File: src/rtl/lcd_pkg.sv
// Shared definitions for the HD44780 byte writer: FSM states, timing defaults, init commands.
// Latency: n/a (package only).
// Backpressure: n/a (package only).
package lcd_pkg;

    typedef enum logic [3:0] {
        PWR_WAIT,
        INIT_LOAD,
        POP,
        CAPTURE,
        SETUP,
        E_HIGH,
        HOLD,
        EXEC_WAIT,
        IDLE
    } lcd_state_t;

    // Default timing in core cycles at 50 MHz
    localparam int DEF_T_POWERUP = 1000000;
    localparam int DEF_T_SETUP   = 2;
    localparam int DEF_T_E       = 12;
    localparam int DEF_T_HOLD    = 2;
    localparam int DEF_T_SHORT   = 2000;
    localparam int DEF_T_LONG    = 82000;
    localparam int DEF_CNT_W     = 20;

    // 9-bit FIFO word: {rs, data[7:0]}
    localparam int WORD_W = 9;
    localparam int RS_BIT = 8;

    // Init sequence commands
    localparam int         INIT_LEN        = 8;
    localparam logic [7:0] INIT_FUNC_8BIT  = 8'h30;
    localparam logic [7:0] INIT_FUNC_2LINE = 8'h38;
    localparam logic [7:0] INIT_DISP_OFF   = 8'h08;
    localparam logic [7:0] INIT_ENTRY_MODE = 8'h06;
    localparam logic [7:0] INIT_DISP_ON    = 8'h0C;

    // Slow commands; 0x03 decodes as return-home on the controller as well
    localparam logic [7:0] CMD_CLEAR    = 8'h01;
    localparam logic [7:0] CMD_HOME     = 8'h02;
    localparam logic [7:0] CMD_HOME_ALT = 8'h03;

    function automatic logic is_long_cmd(input logic rs, input logic [7:0] data);
        return !rs && (data == CMD_CLEAR || data == CMD_HOME || data == CMD_HOME_ALT);
    endfunction

endpackage

File: src/rtl/lcd_init_rom.sv
// Init command table lookup: 3-bit index to HD44780 8-bit-mode init command.
// Latency: combinational, zero cycles.
// Backpressure: none.
module lcd_init_rom
    import lcd_pkg::*;
(
    input  logic [2:0] idx,
    output logic [7:0] cmd
);

    // Fixed power-on sequence: three wake-ups, function set, display off, clear, entry mode, display on
    always_comb begin
        cmd = INIT_DISP_ON;
        case (idx)
            3'd0, 3'd1, 3'd2: cmd = INIT_FUNC_8BIT;
            3'd3:             cmd = INIT_FUNC_2LINE;
            3'd4:             cmd = INIT_DISP_OFF;
            3'd5:             cmd = CMD_CLEAR;
            3'd6:             cmd = INIT_ENTRY_MODE;
            default:          cmd = INIT_DISP_ON;
        endcase
    end

endmodule

File: src/rtl/lcd_byte_writer.sv
// Runs HD44780 8-bit init, then pops {rs,data} words from the FIFO and strobes them onto the LCD bus.
// Latency: pop to E rise = 2 + T_SETUP cycles; pop-to-pop >= 2 + T_SETUP + T_E + T_HOLD + wait + 1.
// Backpressure: FIFO is only popped from IDLE; words stay in the FIFO while a transfer is in flight.
module lcd_byte_writer
    import lcd_pkg::*;
#(
    parameter int T_POWERUP = DEF_T_POWERUP,
    parameter int T_SETUP   = DEF_T_SETUP,
    parameter int T_E       = DEF_T_E,
    parameter int T_HOLD    = DEF_T_HOLD,
    parameter int T_SHORT   = DEF_T_SHORT,
    parameter int T_LONG    = DEF_T_LONG,
    parameter int CNT_W     = DEF_CNT_W
) (
    input  logic              clk,
    input  logic              reset,
    input  logic [WORD_W-1:0] fifo_data,
    input  logic              fifo_empty,
    output logic              fifo_rd,
    output logic              lcd_rs,
    output logic              lcd_rw,
    output logic              lcd_e,
    output logic [7:0]        lcd_data,
    output logic              init_done,
    output logic              busy
);

    // Timer reload values: a state lasting T cycles loads T-1 and leaves when the timer reads 0
    localparam logic [CNT_W-1:0] LD_POWERUP = CNT_W'(T_POWERUP - 1);
    localparam logic [CNT_W-1:0] LD_SETUP   = CNT_W'(T_SETUP - 1);
    localparam logic [CNT_W-1:0] LD_E       = CNT_W'(T_E - 1);
    localparam logic [CNT_W-1:0] LD_HOLD    = CNT_W'(T_HOLD - 1);
    localparam logic [CNT_W-1:0] LD_SHORT   = CNT_W'(T_SHORT - 1);
    localparam logic [CNT_W-1:0] LD_LONG    = CNT_W'(T_LONG - 1);
    localparam logic [2:0]       LAST_IDX   = 3'(INIT_LEN - 1);

    lcd_state_t       state;
    logic [CNT_W-1:0] timer;
    logic [2:0]       init_idx;
    logic [7:0]       rom_cmd;
    logic [CNT_W-1:0] exec_load;

    lcd_init_rom u_init_rom (
        .idx (init_idx),
        .cmd (rom_cmd)
    );

    // Every init entry gets the long wait; afterwards only clear/home do
    assign exec_load = (!init_done || is_long_cmd(lcd_rs, lcd_data)) ? LD_LONG : LD_SHORT;

    // Main sequencer; bus outputs are updated on state transitions so they are registered
    always_ff @(posedge clk or posedge reset) begin
        if (reset) begin
            state     <= PWR_WAIT;
            timer     <= '0;
            init_idx  <= '0;
            fifo_rd   <= 1'b0;
            lcd_rs    <= 1'b0;
            lcd_rw    <= 1'b0;
            lcd_e     <= 1'b0;
            lcd_data  <= 8'h00;
            init_done <= 1'b0;
            busy      <= 1'b1;
        end else begin
            lcd_rw <= 1'b0;
            case (state)
                // Reset leaves the timer at 0, so power-up counts up rather than down
                PWR_WAIT: begin
                    if (timer == LD_POWERUP) begin
                        timer <= '0;
                        state <= INIT_LOAD;
                    end else begin
                        timer <= timer + 1'b1;
                    end
                end
                INIT_LOAD: begin
                    lcd_rs   <= 1'b0;
                    lcd_data <= rom_cmd;
                    timer    <= LD_SETUP;
                    state    <= SETUP;
                end
                POP: begin
                    fifo_rd <= 1'b0;
                    state   <= CAPTURE;
                end
                CAPTURE: begin
                    lcd_rs   <= fifo_data[RS_BIT];
                    lcd_data <= fifo_data[7:0];
                    timer    <= LD_SETUP;
                    state    <= SETUP;
                end
                SETUP: begin
                    if (timer == '0) begin
                        lcd_e <= 1'b1;
                        timer <= LD_E;
                        state <= E_HIGH;
                    end else begin
                        timer <= timer - 1'b1;
                    end
                end
                E_HIGH: begin
                    if (timer == '0) begin
                        lcd_e <= 1'b0;
                        timer <= LD_HOLD;
                        state <= HOLD;
                    end else begin
                        timer <= timer - 1'b1;
                    end
                end
                HOLD: begin
                    if (timer == '0) begin
                        timer <= exec_load;
                        state <= EXEC_WAIT;
                    end else begin
                        timer <= timer - 1'b1;
                    end
                end
                EXEC_WAIT: begin
                    if (timer != '0) begin
                        timer <= timer - 1'b1;
                    end else if (init_done) begin
                        busy  <= 1'b0;
                        state <= IDLE;
                    end else if (init_idx == LAST_IDX) begin
                        init_done <= 1'b1;
                        busy      <= 1'b0;
                        state     <= IDLE;
                    end else begin
                        init_idx <= init_idx + 1'b1;
                        state    <= INIT_LOAD;
                    end
                end
                IDLE: begin
                    if (!fifo_empty) begin
                        fifo_rd <= 1'b1;
                        busy    <= 1'b1;
                        state   <= POP;
                    end
                end
                default: begin
                    state <= PWR_WAIT;
                end
            endcase
        end
    end

endmodule

File: config.mk
export PLATFORM = sky130hd
export DESIGN_NAME = lcd_byte_writer
export DESIGN_NICKNAME = d
export VERILOG_FILES = /design/src/rtl/lcd_pkg.sv /design/src/rtl/lcd_init_rom.sv /design/src/rtl/lcd_byte_writer.sv
export SDC_FILE = /design/constraint.sdc
export NUM_CORES = 1
export LEC_CHECK = 0
export CAP_MARGIN = 20
export CORE_ASPECT_RATIO = 0.7
export CORE_MARGIN = 1.5
export CORE_UTILIZATION = 45
export DETAILED_ROUTE_END_ITERATION = 12
export GPL_ROUTABILITY_DRIVEN = 1
export MAX_ROUTING_LAYER = met4
export PLACE_DENSITY = 0.67
export SYNTH_ARGS = -nofsm -noshare
export SYNTH_HDL_FRONTEND = slang
export SYNTH_SLANG_ARGS = --single-unit
File: constraint.sdc
create_clock -name clk -period 2.1 [get_ports clk]
set_input_delay 0.42 -clock clk [delete_from_list [all_inputs] [get_ports clk]]
set_output_delay 0.42 -clock clk [all_outputs]
set_load 0.05 [all_outputs]
==> results.toml, run 1 <==
[finish]
fin_area_um2 = 3880
layoutNonFillerInstCount = 502
drive_gt1_share_pct = 25.7
nNetsFinal = 443
utilization_pct = 62.1
synthToLayoutAreaGrowth_pct = 32.8
diodes = 0
fillers = 514

[job]
cap_viol_max_count = 0

[synthesis]
ys_ff_latch = 40
synth-edff-count = 0
synthTopCellsByArea = "dfrtp_1 (33%), a21oi_1 (5.8%), nand2_1 (5.3%)"
yosys.area.top_type = "dfrtp_1"
synthFlopType = "dfrtp_1"
synth_top_area_share_pct = 33.4
synth_nets = 377
syn_avg_cell_area_um2 = 8.18
netlist_instances = 357
ys_types = 68
synth-seq-area-share_pct = 34.3
synth_common_cells = "nand2_1 (41), dfrtp_1 (39), a21oi_1 (34)"
yosys_warnings = 0
synth_async_sr_flop_share_pct = 100
synth_area_um2 = 2920
post-synth-top-count-cell = "nand2_1"

[global_routing]
grt_pass1_wl_mm = 14.5
grtUsageTotal_pct = 27.0
met2_usage_pct = 36.3
antenna_found_initial = 0
busiest_layer = "met1"
grt_use_met1_pct = 40.5
grt_pass1_vias = 2836
met3_usage_pct = 6.01
grt-ovfl-total = 0
grt_max_degree = 27

[floorplanning]
core_um2 = 6250
io_pins = 26
die_h_um = 70.4
die_area_um2 = 6990
die-width_um = 99.3
initial_utilization_pct = 46.8
row_count = 24

[sta]
period_minus_slack_ps = 2040
rsz0062_at_grt = "yes"
max_freq_ghz = 0.491
final_max_slew_viol_count = 0
fin_hold_ws_ps = 426
relSlewSlack_pct = 57.7
skew_ps = 15.1
finalSetupViolCount = 0
hold_viol = 0
layout_setup_ws_ps = 64.1
fin_crit_sh_pct = 96.9
worst_pin_slew_ps = 631

[power_and_ir_drop]
pwr-share-clk_pct = 13.5
comb_power_share_pct = 60.2
switching_power_uw = 2680
swShare_pct = 47.2
leakagePower_uw = 0.00161
internal_power_uw = 3000
p_seq_share_pct = 26.3
peakVddDrop_uv = 601
power_density_nw_per_um2 = 1460

[cts]
cts_buffers = 5
cts_hold_buf = 0
clockRootBuffer = "clkbuf_8"
ctsLongestPathBuffers = 2
htree_levels = 2
clock_sinks = 40
clk_latency_ps = 300
cts_tree = "done"
clk_pin_slew_worst_paths_ps = 90

[place]
io_buffers = 24
dpl.hpwl_mm = 6.69
pre_cts_slack_ps = -37.4
place_inst = 491
dpl_cell_area_um2 = 3580
gp_congestion = 1.00

[route]
drt-pass1-iter-count = 5
drt_iter0_markers = 326
via_count = 3132
drc = 0
wl_per_cell_um = 18.2
ant_nets = 0
vias_per_cell = 6.24
wl_mm = 9.14

[setup_path]
worst_setup_path_start_kind = "flip-flop"
cp.arrival_ps = 2210
endpoint_kind = "flip-flop"
crit_fanout = 12
worstSetupPathType = "reg2reg"
cp_data_required_time_ps = 2270

[status]
status = "completed"

[min_path]
hold_class = "in2async"
==> worst max-delay path, stage by stage, from the launching register on <==
cell and delay, ps:
dfrtp_1 400, ha_1 200, nand3_1 100, or3_1 420, o21ai_4 230, buf_12 170, a31oi_1 60, o31ai_2 220
o31ai_1 100
==> registers in the layout, summed over array words and instances, names as in the netlist <==
signal / count
busy: 1
fifo_rd: 1
timer: 20
init_idx: 3
lcd_e: 1
lcd_data: 8
state: 4
init_done: 1
lcd_rs: 1
==> layer usage <==
layer | vias to the layer above | wire length [µm]
met5 | - | 0
met4 | 0 | 159
met3 | 33 | 820
met2 | 162 | 3740
met1 | 1476 | 4420
li1 | 1461 | -
==> final cells by class <==
| type | count | area (µm²) | share of cell area [%] |
|---|---|---|---|
| Clock buffer | 6 | 72.6 | 1.87 |
| Tap cell | 78 | 97.6 | 2.52 |
| Multi-Input combinational cell | 277 | 1860 | 48.0 |
| Inverter | 17 | 63.8 | 1.65 |
| Clock inverter | 2 | 60.1 | 1.55 |
| Timing Repair Buffer | 82 | 714 | 18.4 |
| Sequential cell | 40 | 1010 | 26.0 |
==> through the flow <==
| stage | TNS (ps) | total power (µW) |
|---|---|---|
| detailed placement | -40.1 | 4530 |
| global route | -385 | 6000 |
| floorplan | 0 | 3310 |
| finish | 0 | 5680 |
| CTS | 0 | 5330 |
| global placement | 0 | 4490 |
==> power groups by stage <==
stage          clock network [µW]  registers, µW  logic [µW]
2_1_floorplan                   0           1550        1760
3_3_place_gp                    0           1430        3070
3_5_place_dp                    0           1440        3090
4_1_cts                       771           1430        3130
5_1_grt                       810           1530        3660
6_report                      767           1490        3420
==> kinds of logic after synthesis <==
group,Yosys count,synth area share [%]
AO/OA/AOI/OAI,113,24.4
XOR/XNOR,5,1.50
adder cells (fa/ha/maj),8,3.43
buffers and inverters,40,6.51
flip-flops,40,34.3
multiplexers,2,0.728
other,1,0.128
AND/OR/NAND/NOR,148,29.0
==> what timing repair did <==
item,CTS,global route
endpoints found under the setup margin,6,25
pin swaps,0,7
buffers inserted,0,3
resized for setup,2,32
==> path summary, 6_finish.rpt <==
check	cells past startpoint	start	slack, ps	to
max	8	timer[1]	60	timer[19]
min in group clk	2	fifo_rd	500	fifo_rd
min reg2reg	2	fifo_rd	500	fifo_rd
max reg2reg	8	timer[1]	60	timer[19]
min	2	reset	430	timer[7]
max in group asynchronous	3	reset	1100	busy
==> layout by cell type, fill, tap and decap left out, drive strengths merged, types with 3 or more instances in the layout <==
cell           count
and4               3
inv               16
nor4              11
buf               59
nand2             41
a31oi              6
o22ai              7
a21oi             34
dfrtp             39
xnor2              3
nor3              19
nand4              9
ha                 8
or3                3
nand3             11
o21ai             34
nor2b              6
and3               4
o31ai              6
nor2              23
or4                4
a221oi             4
clkbuf             6
a22oi              3
and2               4
clkdlybuf4s50     23
Note: power is estimated with default switching activity, not from simulation.
==> inputs of run 2 (changes only) <==
--- a/config.mk
+++ b/config.mk
@@ -13,6 +13,7 @@
 export GPL_ROUTABILITY_DRIVEN = 1
 export MAX_ROUTING_LAYER = met4
 export PLACE_DENSITY = 0.67
+export SETUP_SLACK_MARGIN = 0.1
 export SYNTH_ARGS = -nofsm -noshare
 export SYNTH_HDL_FRONTEND = slang
 export SYNTH_SLANG_ARGS = --single-unit
==> run 2 against run 1 <==
The run now ends with setup timing left. Count of clock-buffer cells in the layout grew 1. Critical path depth rose by 1. Sequential share of layout area decreased by 1.7 points. Global-route usage grew 1.1 points. Largest cell class unchanged. First-iteration DRC count is 22% lower. Via count rose by 1.5%. Critical path type unchanged. Combinational power rose by 9.1%.
==> results.toml, run 2 (synthesis gave the netlist of run 1 again) <==
[floorplanning]
die_area_um2 = 6990
row_count = 24
initial_utilization_pct = 46.8
die-width_um = 99.3
die_h_um = 70.4
core_um2 = 6250
io_pins = 26

[setup_path]
critPathTopFamily = "simple AND/OR/NAND/NOR gates"
cp.arrival_ps = 2310
worstSetupPathType = "reg2reg"
cp_data_required_time_ps = 2280
crit_path_top_delay_cell = "dfrtp_1"
path_buf_inv = 2
cp_slowest_stage_delay_ps = 420
crit_fanout = 7
cp_cell_sequence = "inv_2 -> ha_4 -> nor3b_4 -> nand4_4 -> buf_4 -> a21oi_1 -> a211oi_2 -> nor3_1 -> nor2_1"
endpoint_kind = "flip-flop"
worst_setup_path_start_kind = "flip-flop"

[sta]
fin_crit_sh_pct = 101
skew_ps = 1.72
layout_setup_ws_ps = -27.4
finalSetupViolCount = 2
relSlewSlack_pct = 66.2
rsz0062_at_grt = "yes"
worst_pin_slew_ps = 505
fin_hold_ws_ps = 426
final_max_slew_viol_count = 0
period_minus_slack_ps = 2130
hold_viol = 0
max_freq_ghz = 0.470

[status]
status = "finished with violations"
violations = "setup timing"

[finish]
fin_area_um2 = 4150
drive_gt1_share_pct = 35.0
diodes = 0
layout_common_cells = "buf_4 (53), nand2_1 (38), dfrtp_1 (32)"
layout_commonest_cell = "buf_4"
synthToLayoutAreaGrowth_pct = 42.2
largest_reg_flops = 20
top_register = "timer"
top_regs = "timer (20), lcd_data (8), state (4)"
nNetsFinal = 451
fillers = 514

[cts]
clockRootBuffer = "clkbuf_8"
clk_latency_ps = 300
ctsLongestPathBuffers = 2
cts_buffers = 5
htree_levels = 2
cts_tree = "done"
clk_pin_slew_worst_paths_ps = 80
clock_sinks = 40
cts_hold_buf = 0

[power_and_ir_drop]
leakagePower_uw = 0.00173
peakVddDrop_uv = 593
power_uw = 5970
power_density_nw_per_um2 = 1440

[route]
drt-pass1-iter-count = 5
wl_per_cell_um = 19.4
drt_iter0_markers = 254
wl_mm = 9.90
vias_per_cell = 6.23
drc = 0
ant_nets = 0
via_count = 3178

[place]
dpl.hpwl_mm = 6.59
dpl_cell_area_um2 = 3540
gp_congestion = 0.993
io_buffers = 24

[global_routing]
grt-ovfl-total = 0
grt_pass1_vias = 2890
grt_max_degree = 31
grt_pass1_wl_mm = 15.0
antenna_found_initial = 0
grtUsageTotal_pct = 28.1

[min_path]
hold_class = "in2async"

[job]
cap_viol_max_count = 0
-- run 2: repair_timing --
action                                  CTS  global route
buffers inserted                          5             9
cloned                                    1             0
endpoints found under the setup margin   20            28
pin swaps                                10            25
gates resized for setup                  18            63
endpoints found under the hold margin     0             0
-- run 2: final timing paths --
path	start	endpoint	slack [ps]	depth (start not counted)
setup / recovery	timer[1]	timer[16]	-30	9
hold reg to reg	lcd_data[1]	lcd_data[1]	500	2
max in group asynchronous	reset	busy	1250	3
hold / removal	reset	timer[3]	430	3
min in group clk	lcd_data[1]	lcd_data[1]	500	2
setup reg to reg	timer[1]	timer[16]	-30	9
-- run 2: layer usage --
metal / GRT usage, % / up-vias / part of all wire [%]
met4: 5.01 / 0 / 1.2
li1: - / 1476 / -
met5: - / - / 0
met2: 40.0 / 149 / 45
met3: 5.31 / 16 / 7.8
met1: 41.8 / 1537 / 46
-- run 2: per-stage QoR --
step | setup slack [ps] | instances | TNS [ps] | utilization (%)
after detailed placement | -1.97 | 487 | -1.97 | 56.8
after CTS | 60.7 | 501 | 0 | 61.2
final | -27.4 | 510 | -37.9 | 66.5
after floorplan | 96.5 | 357 | 0 | -
after global placement | 13.4 | 487 | 0 | 56.8
after global routing | -168 | 510 | -946 | 66.5
-- run 2: worst reg2reg max path: stages (launching register included) --
cell      delay, ps
dfrtp_1         420
inv_2           100
ha_4            140
nor3b_4         310
nand4_4         240
buf_4           230
a21oi_1         150
a211oi_2         70
nor3_1          250
nor2_1           90
-- run 2: cell type report --
| cell class | instances | area, µm² | area share [%] |
|---|---|---|---|
| clock buffers | 7 | 96.3 | 2.32 |
| clock inverters | 1 | 30.0 | 0.723 |
| inverters | 17 | 66.3 | 1.60 |
| multi-input cells | 277 | 2020 | 48.7 |
| flip-flops and latches | 40 | 1010 | 24.3 |
| well taps | 78 | 97.6 | 2.35 |
| repair buffers | 90 | 828 | 19.9 |
-- run 2: power by group --
part,leakage [µW],switching (µW),internal (µW),total (µW)
combinational,0.00117,2080,1640,3730
sequential,0.000503,472,1050,1530
clock,0.0000645,295,420,715
total,0.00173,2850,3120,5970
